===== config.mk =====
export PLATFORM = sky130hd
export DESIGN_NAME = cpu_dma_tx_watchdog_flat
export DESIGN_NICKNAME = d
export VERILOG_FILES = /design/src/rtl/cpu_dma_tx_watchdog_if.sv /design/src/rtl/cpu_dma_tx_watchdog.sv /design/src/flat_wrapper.sv
export SDC_FILE = /design/constraint.sdc
export NUM_CORES = 1
export LEC_CHECK = 0
export ABC_AREA = 1
export CAP_MARGIN = 20
export CORE_UTILIZATION = 41
export CTS_CLUSTER_SIZE = 20
export DETAILED_ROUTE_END_ITERATION = 8
export DONT_BUFFER_PORTS = 1
export GPL_TIMING_DRIVEN = 0
export MAX_ROUTING_LAYER = met4
export RECOVER_POWER = 25
export SLEW_MARGIN = 40
export SYNTH_ARGS = -nofsm -noshare
export SYNTH_HDL_FRONTEND = slang
export SYNTH_SLANG_ARGS = --single-unit
export TNS_END_PERCENT = 10

===== constraint.sdc =====
create_clock -name clk -period 2.7 [get_ports clk]
set_input_delay 0.54 -clock clk [delete_from_list [all_inputs] [get_ports clk]]
set_output_delay 0.54 -clock clk [all_outputs]
set_load 0.1 [all_outputs]

===== src/rtl/cpu_dma_tx_watchdog_if.sv =====
// Signal bundle between the CPU DMA TX path and its progress watchdog.
// master: the TX path / queue side (drives packet events, consumes timeout/flush).
// slave:  the watchdog itself.
// Signals:
//   watchdog_en    1 = watchdog armed
//   tx_pkt_start   first word of a packet accepted this cycle
//   tx_word_vld    any packet word accepted this cycle
//   tx_pkt_eop     last word of a packet accepted this cycle (implies tx_word_vld)
//   tx_stall       downstream back-pressure
//   tx_flush_done  TX queue finished discarding the partial packet
//   tx_timeout     one-cycle pulse per timeout event
//   tx_flush       level, queue discards the partial packet while high
//   tx_in_pkt      packet open
//   wd_state       debug state: 0 idle, 1 active, 2 flush
interface cpu_dma_tx_watchdog_if;
  logic       watchdog_en;
  logic       tx_pkt_start;
  logic       tx_word_vld;
  logic       tx_pkt_eop;
  logic       tx_stall;
  logic       tx_flush_done;
  logic       tx_timeout;
  logic       tx_flush;
  logic       tx_in_pkt;
  logic [1:0] wd_state;

  modport master (
    output watchdog_en, tx_pkt_start, tx_word_vld, tx_pkt_eop, tx_stall, tx_flush_done,
    input  tx_timeout, tx_flush, tx_in_pkt, wd_state
  );

  modport slave (
    input  watchdog_en, tx_pkt_start, tx_word_vld, tx_pkt_eop, tx_stall, tx_flush_done,
    output tx_timeout, tx_flush, tx_in_pkt, wd_state
  );
endinterface


===== src/rtl/cpu_dma_tx_watchdog.sv =====
// Progress watchdog for the CPU DMA queue TX path. Tracks each open packet; if no word is
// accepted for TX_WATCHDOG_TIMEOUT cycles mid-packet it pulses tx_timeout for one cycle and
// holds tx_flush until the queue reports tx_flush_done.
// Ports:
//   clk      single clock
//   reset_n  asynchronous active-low reset
//   wd       cpu_dma_tx_watchdog_if.slave (packet events in; timeout/flush/status out)
// Optional feature macro: CPU_DMA_TX_WATCHDOG_STALL_EN
//   defined:   a no-progress cycle with tx_stall high holds the idle counter.
//   undefined: tx_stall is ignored.
module cpu_dma_tx_watchdog #(
  parameter int unsigned TX_WATCHDOG_TIMEOUT = 125000
) (
  input logic                   clk,
  input logic                   reset_n,
  cpu_dma_tx_watchdog_if.slave  wd
);

  localparam int unsigned CNT_WIDTH =
    (TX_WATCHDOG_TIMEOUT > 1) ? $clog2(TX_WATCHDOG_TIMEOUT) : 1;
  localparam logic [CNT_WIDTH-1:0] CntLast = CNT_WIDTH'(TX_WATCHDOG_TIMEOUT - 1);

  typedef enum logic [1:0] {
    StIdle   = 2'd0,
    StActive = 2'd1,
    StFlush  = 2'd2
  } state_e;

  state_e               state_q, state_d;
  logic [CNT_WIDTH-1:0] cnt_q, cnt_d;
  logic                 timeout_q, timeout_d;
  logic                 progress;
  logic                 hold;

  assign progress = wd.tx_pkt_start | wd.tx_word_vld | wd.tx_pkt_eop;

`ifdef CPU_DMA_TX_WATCHDOG_STALL_EN
  // Back-pressure from the MAC is not a DMA hang: freeze the counter.
  assign hold = wd.tx_stall & ~progress;
`else
  logic unused_tx_stall;
  assign unused_tx_stall = wd.tx_stall;
  assign hold            = 1'b0;
`endif

  always_comb begin
    state_d   = state_q;
    cnt_d     = cnt_q;
    timeout_d = 1'b0;
    unique case (state_q)
      StIdle: begin
        // Single-word packets never open a packet.
        if (wd.watchdog_en && wd.tx_pkt_start && !wd.tx_pkt_eop) begin
          state_d = StActive;
          cnt_d   = '0;
        end
      end
      StActive: begin
        if (wd.tx_pkt_eop || !wd.watchdog_en) begin
          state_d = StIdle;
          cnt_d   = '0;
        end else if (progress) begin
          cnt_d = '0;
        end else if (hold) begin
          cnt_d = cnt_q;
        end else if (cnt_q == CntLast) begin
          // Counter never passes CntLast, so it cannot wrap.
          state_d   = StFlush;
          cnt_d     = '0;
          timeout_d = 1'b1;
        end else begin
          cnt_d = cnt_q + 1'b1;
        end
      end
      StFlush: begin
        // Everything except flush_done is ignored; a started flush always completes.
        if (wd.tx_flush_done) begin
          state_d = StIdle;
          cnt_d   = '0;
        end
      end
      default: begin
        state_d = StIdle;
        cnt_d   = '0;
      end
    endcase
  end

  always_ff @(posedge clk or negedge reset_n) begin
    if (!reset_n) begin
      state_q   <= StIdle;
      cnt_q     <= '0;
      timeout_q <= 1'b0;
    end else begin
      state_q   <= state_d;
      cnt_q     <= cnt_d;
      timeout_q <= timeout_d;
    end
  end

  assign wd.tx_timeout = timeout_q;
  assign wd.tx_flush   = (state_q == StFlush);
  assign wd.tx_in_pkt  = (state_q == StActive);
  assign wd.wd_state   = state_q;

endmodule


===== src/flat_wrapper.sv =====
// flat-port wrapper written by rule: the top's interface ports become plain ports
module cpu_dma_tx_watchdog_flat 
#(
  parameter int unsigned TX_WATCHDOG_TIMEOUT = 125000
)
  (clk, reset_n, wd_watchdog_en, wd_tx_pkt_start, wd_tx_word_vld, wd_tx_pkt_eop, wd_tx_stall, wd_tx_flush_done, wd_tx_timeout, wd_tx_flush, wd_tx_in_pkt, wd_wd_state);
  cpu_dma_tx_watchdog_if wd_i ();
  input logic clk;
  input logic reset_n;
  input wire logic [$bits(wd_i.watchdog_en)-1:0] wd_watchdog_en;
  input wire logic [$bits(wd_i.tx_pkt_start)-1:0] wd_tx_pkt_start;
  input wire logic [$bits(wd_i.tx_word_vld)-1:0] wd_tx_word_vld;
  input wire logic [$bits(wd_i.tx_pkt_eop)-1:0] wd_tx_pkt_eop;
  input wire logic [$bits(wd_i.tx_stall)-1:0] wd_tx_stall;
  input wire logic [$bits(wd_i.tx_flush_done)-1:0] wd_tx_flush_done;
  output wire logic [$bits(wd_i.tx_timeout)-1:0] wd_tx_timeout;
  output wire logic [$bits(wd_i.tx_flush)-1:0] wd_tx_flush;
  output wire logic [$bits(wd_i.tx_in_pkt)-1:0] wd_tx_in_pkt;
  output wire logic [$bits(wd_i.wd_state)-1:0] wd_wd_state;
  assign wd_i.watchdog_en = wd_watchdog_en;
  assign wd_i.tx_pkt_start = wd_tx_pkt_start;
  assign wd_i.tx_word_vld = wd_tx_word_vld;
  assign wd_i.tx_pkt_eop = wd_tx_pkt_eop;
  assign wd_i.tx_stall = wd_tx_stall;
  assign wd_i.tx_flush_done = wd_tx_flush_done;
  assign wd_tx_timeout = wd_i.tx_timeout;
  assign wd_tx_flush = wd_i.tx_flush;
  assign wd_tx_in_pkt = wd_i.tx_in_pkt;
  assign wd_wd_state = wd_i.wd_state;
  cpu_dma_tx_watchdog #(.TX_WATCHDOG_TIMEOUT(TX_WATCHDOG_TIMEOUT)) u_core (.clk(clk), .reset_n(reset_n), .wd(wd_i));
endmodule

# Word level (Yosys, flattened, before mapping)
# Index checks and enable logic that the tools add are counted.
# word_totals
ram_bits	0
latchBits	0
inputBits	8
rom_bits	0
output_inout_bits	5
ff_bits	20
elab_cells	37
mem_count	0
# op_classes
shifts	0
addsub	1
n_lt_le_gt_ge	0
div_mod_pow	0
bitwise_logic	2
mux	16
reduce_logical	8
n_eq_ne	7
multipliers	0
# op_table
op	count
two-way mux 17 bit	5
case mux 17 bit (3 select lines)	1
adder 17 x 1 -> 17 bit (second input constant)	1
equality test 17 bit (second input constant)	1
two-way mux 2 bit	5
case mux 2 bit (3 select lines)	1
two-way mux 1 bit	4
AND reduction 4 bit	1
!= test 3 x 1 -> 1 bit (second input constant)	1
!= test 3 bit (second input constant)	1
equality test 2 x 1 -> 1 bit (second input constant)	1
equality test 2 bit (second input constant)	1
logical AND 1 bit	2
zero test 1 bit	2
zero test 2 bit	1
!= test 2 x 1 -> 1 bit (second input constant)	1
!= test 2 bit (second input constant)	1
bitwise OR 1 bit	2
AND reduction 2 bit	1
logical OR 1 bit	1

# Depth between registers and ports, before layout
# depth
depth_word	5
mapped_depth	11
ltp_nobuf	10

# Least setup slack after synthesis
# OpenSTA, ideal clock, no wires.
# synth_timing
path_type	reg2reg
start	register u_core.state_q[1], in the netlist u_core.wd.wd_state[1]
end	register u_core.cnt_q[12]
setup_ns	0.116
setup_slack_ns	-0.524
synth_period_minus_slack_ns	3.224
path_buffers	2
path_stages_with_launch	10
t_required_ns	2.584
arrival_ns	3.107
path_cell_list	dfrtp_1 -> inv_1 -> nor2_1 -> nand2_1 -> nand2_1 -> buf_4 -> buf_6 -> o21bai_1 -> nand2_1 -> nor2_1
# synth_between
elab_chain_cells	3
elab_cells_between_ends	7
classes_between	4 x eq/ne; 1 x mux; 2 x reduce/logical
# synth_rtl
item	line_no	rtl
start, declared	cpu_dma_tx_watchdog.sv:29	state_e state_q, state_d;
start signal, assigned	cpu_dma_tx_watchdog.sv:91	state_q <= StIdle;
start signal, assigned	cpu_dma_tx_watchdog.sv:95	state_q <= state_d;
equality test 2 bit (*)	n/a	
via wd_tx_flush	flat_wrapper.sv:17	output wire logic [$bits(wd_i.tx_flush)-1:0] wd_tx_flush;
!= test 2 bit (no source line)	n/a	
AND reduction 2 bit (no source line)	n/a	
end signal, assigned	cpu_dma_tx_watchdog.sv:96	cnt_q <= cnt_d;
end, declared	cpu_dma_tx_watchdog.sv:30	logic [CNT_WIDTH-1:0] cnt_q, cnt_d;
# Mark *: on every way through the listed nets, which the timed path passes. The rest lies on a longest branch.
# A chain may end at the register's enable or synchronous reset.

# Worst setup path in the final report
# layout_timing
start	register u_core.state_q[0], in the netlist u_core.wd.wd_state[0]
end	register u_core.cnt_q[16]
# layout_between
elab_cells_between_ends	7
classes_between	4 x eq/ne; 1 x mux; 2 x reduce/logical
# layout_lines
item	line_no	rtl
equality test 2 x 1 -> 1 bit	n/a	
via wd_tx_in_pkt	flat_wrapper.sv:18	output wire logic [$bits(wd_i.tx_in_pkt)-1:0] wd_tx_in_pkt;
case mux 17 bit (3 select lines)	cpu_dma_tx_watchdog.sv:50	unique case (state_q)
# The timed path passes the listed nets, and every way through them passes these cells.

==> impl_metrics.yaml <==
outcome:
  run_status: "completed"
critical_path:
  r2r_cells: 9
  worst_setup_path_start_kind: "flip-flop"
  r2r_end: "u_core.cnt_q[16]"
  crit_fanout: 10
  critPathKind: "flip-flop to flip-flop"
  crit_start: "u_core.wd.wd_state[0]"
  cp-endpoint: "u_core.cnt_q[16]"
  regToRegSetupSlack_ns: 0.39
  reg2reg_from: "u_core.wd.wd_state[0]"
  required_ns: 2.95
  cp.arrival_ns: 2.56
  worstSetupEndpointType: "flip-flop"
finish:
  final_cell_mix: "62 x nand2_1, 39 x nor2_1, 21 x inv_1"
  nets: 217
  area_growth_pct: 9.53
  fin_cells: 251
  layout.area.seq_sq_um: 503
  final_common_cell: "nand2_1"
  num_antenna_cells: 0
  multiInputGateArea_sq_um: 708
  nFillCells: 321
  drive_above_1_share_pct: 13.5
  design_area_sq_um: 1450
yosys:
  syn_inst: 202
  yosysWarnings: 0
  synth_mux_area_share_pct: 0
  ys_top_cells_by_area: "dfrtp_1 38%, nand2_1 18%, nor2_1 11%, nand3_1 6.4%, inv_1 5.9%"
  yosys.area_share.simple_pct: 45.7
  synth.largest_area_cell: "dfrtp_1"
  synthDistinctLibCells: 19
  synthAdderAreaFrac_pct: 0.943
  synth_nets: 211
  synthXorXnorAreaFrac_pct: 0
  synth_area_sq_um: 1330
  synth_top_area_share_pct: 37.7
  synth-compound-area-share_pct: 5.85
  synth_top_family_by_area: "simple AND/OR/NAND/NOR gates"
  syn_area_per_cell_sq_um: 6.57
  seq_area_frac_synth_pct: 37.7
  synth-seq-cells: 20
global_route:
  grt_pass1_wl_um: 5120
  grt-ovfl-total: 0
  grt_max_degree: 21
  antenna_found_initial: 0
  first_global_vias: 1136
  grtUsageTotal_pct: 20.2
floorplanning:
  dieWidth_um: 58.9
  dieArea_sq_um: 3470
  row_count: 20
  io_pins: 13
  core_sq_um: 3050
  start_util_pct: 43.4
  dieHeight_um: 58.9
route:
  drcViolationCount: 0
  vias: 1190
  drt_first_iter_violations: 39
  finalWirelength_um: 2830
  vias_per_cell: 4.74
  first_pass_iters: 5
  antenna_left: 0
  wire_per_inst_um: 11.3
cts:
  numCtsBuffers: 3
  cts_resized: 0
  clock_latency_ns: 0.31
  clock_path_buffers: 2
  cts_tree: "built"
  cts_root_buf: "clkbuf_4"
  htree_levels: 1
  cts.sinks: 20
  clk_pin_slew_ns: 0.12
placed_design:
  gp_congestion: 0.916
  dp_slack_ns: 0.387
  dp_hpwl_um: 2180
  portBuffers: 0
  post_dp_cell_area_sq_um: 1400
  dp.cells: 246
power_and_ir_drop:
  power_density_nw_per_um2: 594
  p_leak_nw: 0.626
  ir_drop_mv: 0.445
hold_path:
  hp-class: "input port to asynchronous set/reset pin"
sta:
  period_share_pct: 85.6
  finalClockSkew_ns: 0.0129
  worst_slew_pin_slew_ns: 1.07
  max_freq_ghz: 0.433
  rsz0062_at_grt: "no"
  worst_slack_ns: 0.390
  finalHoldViolCount: 0
  setup_viol: 0
  maxSlewHeadroom_pct: 28.5
  finalMaxSlewViolations: 0
  min_period_ns: 2.31
flow_run:
  cap_violations: 0
worst max-delay path, stage by stage, from the launching register on:
cell and delay, ns:
dfrtp_2 0.73, inv_1 0.15, nor2_4 0.54, nand2_2 0.17, nor2_4 0.19, nand2_2 0.11, nand2_2 0.08, inv_2 0.04
buf_6 0.13, nor2_1 0.10
layer usage:
metal  vias up  routed length (um)  GRT usage [%]
met2        18                1230           29.2
met3         6                 119           1.98
met1       530                1440           29.1
met5         -                   0              -
li1        636                   -              -
met4         0                  40           7.14
stage by stage:
stage                     hold WS (ns)  utilization [%]  total power (W)  TNS, ns
final                            0.387             47.6         0.000863        0
after global routing             0.435             47.6         0.000906        0
after CTS                        0.402             47.8         0.000876        0
after detailed placement         0.245             45.7         0.000617        0
after global placement           0.245             45.3         0.000610    -2.55
after floorplan                  0.244                -         0.000569   -0.427
kinds of logic after synthesis:
group           after synthesis
buf+inv                      29
compound gates               13
simple gates                139
fa+ha+maj                     1
flops                        20
synth_stat cells:
master and count:
o21bai_1 5, inv_2 3, nor2_2 4, nor2_4 3
o21ai_0 6, buf_2 2, nor3_1 2, buf_6 2
buf_4 1, o21ai_1 2, nor4_1 1, dfrtp_1 20
nor2_1 40, nand2_2 6, inv_1 21, nand4_1 4
nand3_1 17, nand2_1 62, ha_1 1
what timing repair did:
action,in CTS,in global routing
buffers inserted,0,0
hold buffers,1,0
endpoints found under the hold margin,20,0
worst min-delay path by stage:
stage                           from                     to  slack, ns  cells past startpoint
floorplan                    reset_n        u_core.cnt_q[0]       0.24                      0
global placement             reset_n        u_core.cnt_q[0]       0.24                      0
detailed placement           reset_n        u_core.cnt_q[0]       0.24                      0
CTS                 wd_tx_flush_done  u_core.wd.wd_state[1]       0.40                      3
global route           wd_tx_pkt_eop   u_core.wd.tx_timeout       0.43                      3
finish                       reset_n       u_core.cnt_q[11]       0.39                      1
registers in the layout, indices dropped and copies added, names as in the netlist:
| name | count |
|---|---|
| u_core.wd.wd_state | 2 |
| u_core.cnt_q | 17 |
| u_core.wd.tx_timeout | 1 |
report_power, final:
group          switching, W  total (W)  internal, W
clock network     0.0000971   0.000247     0.000150
logic              0.000182   0.000243    0.0000615
registers         0.0000644   0.000372     0.000308
area by class of cell:
type | instances | area share, %
sequential | 20 | 34.6
inverter | 24 | 6.20
buffer | 5 | 2.76
clock inverter | 1 | 2.07
clock buffer | 3 | 1.55
timing repair buffer | 1 | 0.258
tap | 44 | 3.79
multi-input combinational | 153 | 48.8
Power figures use the tool's default switching activity.
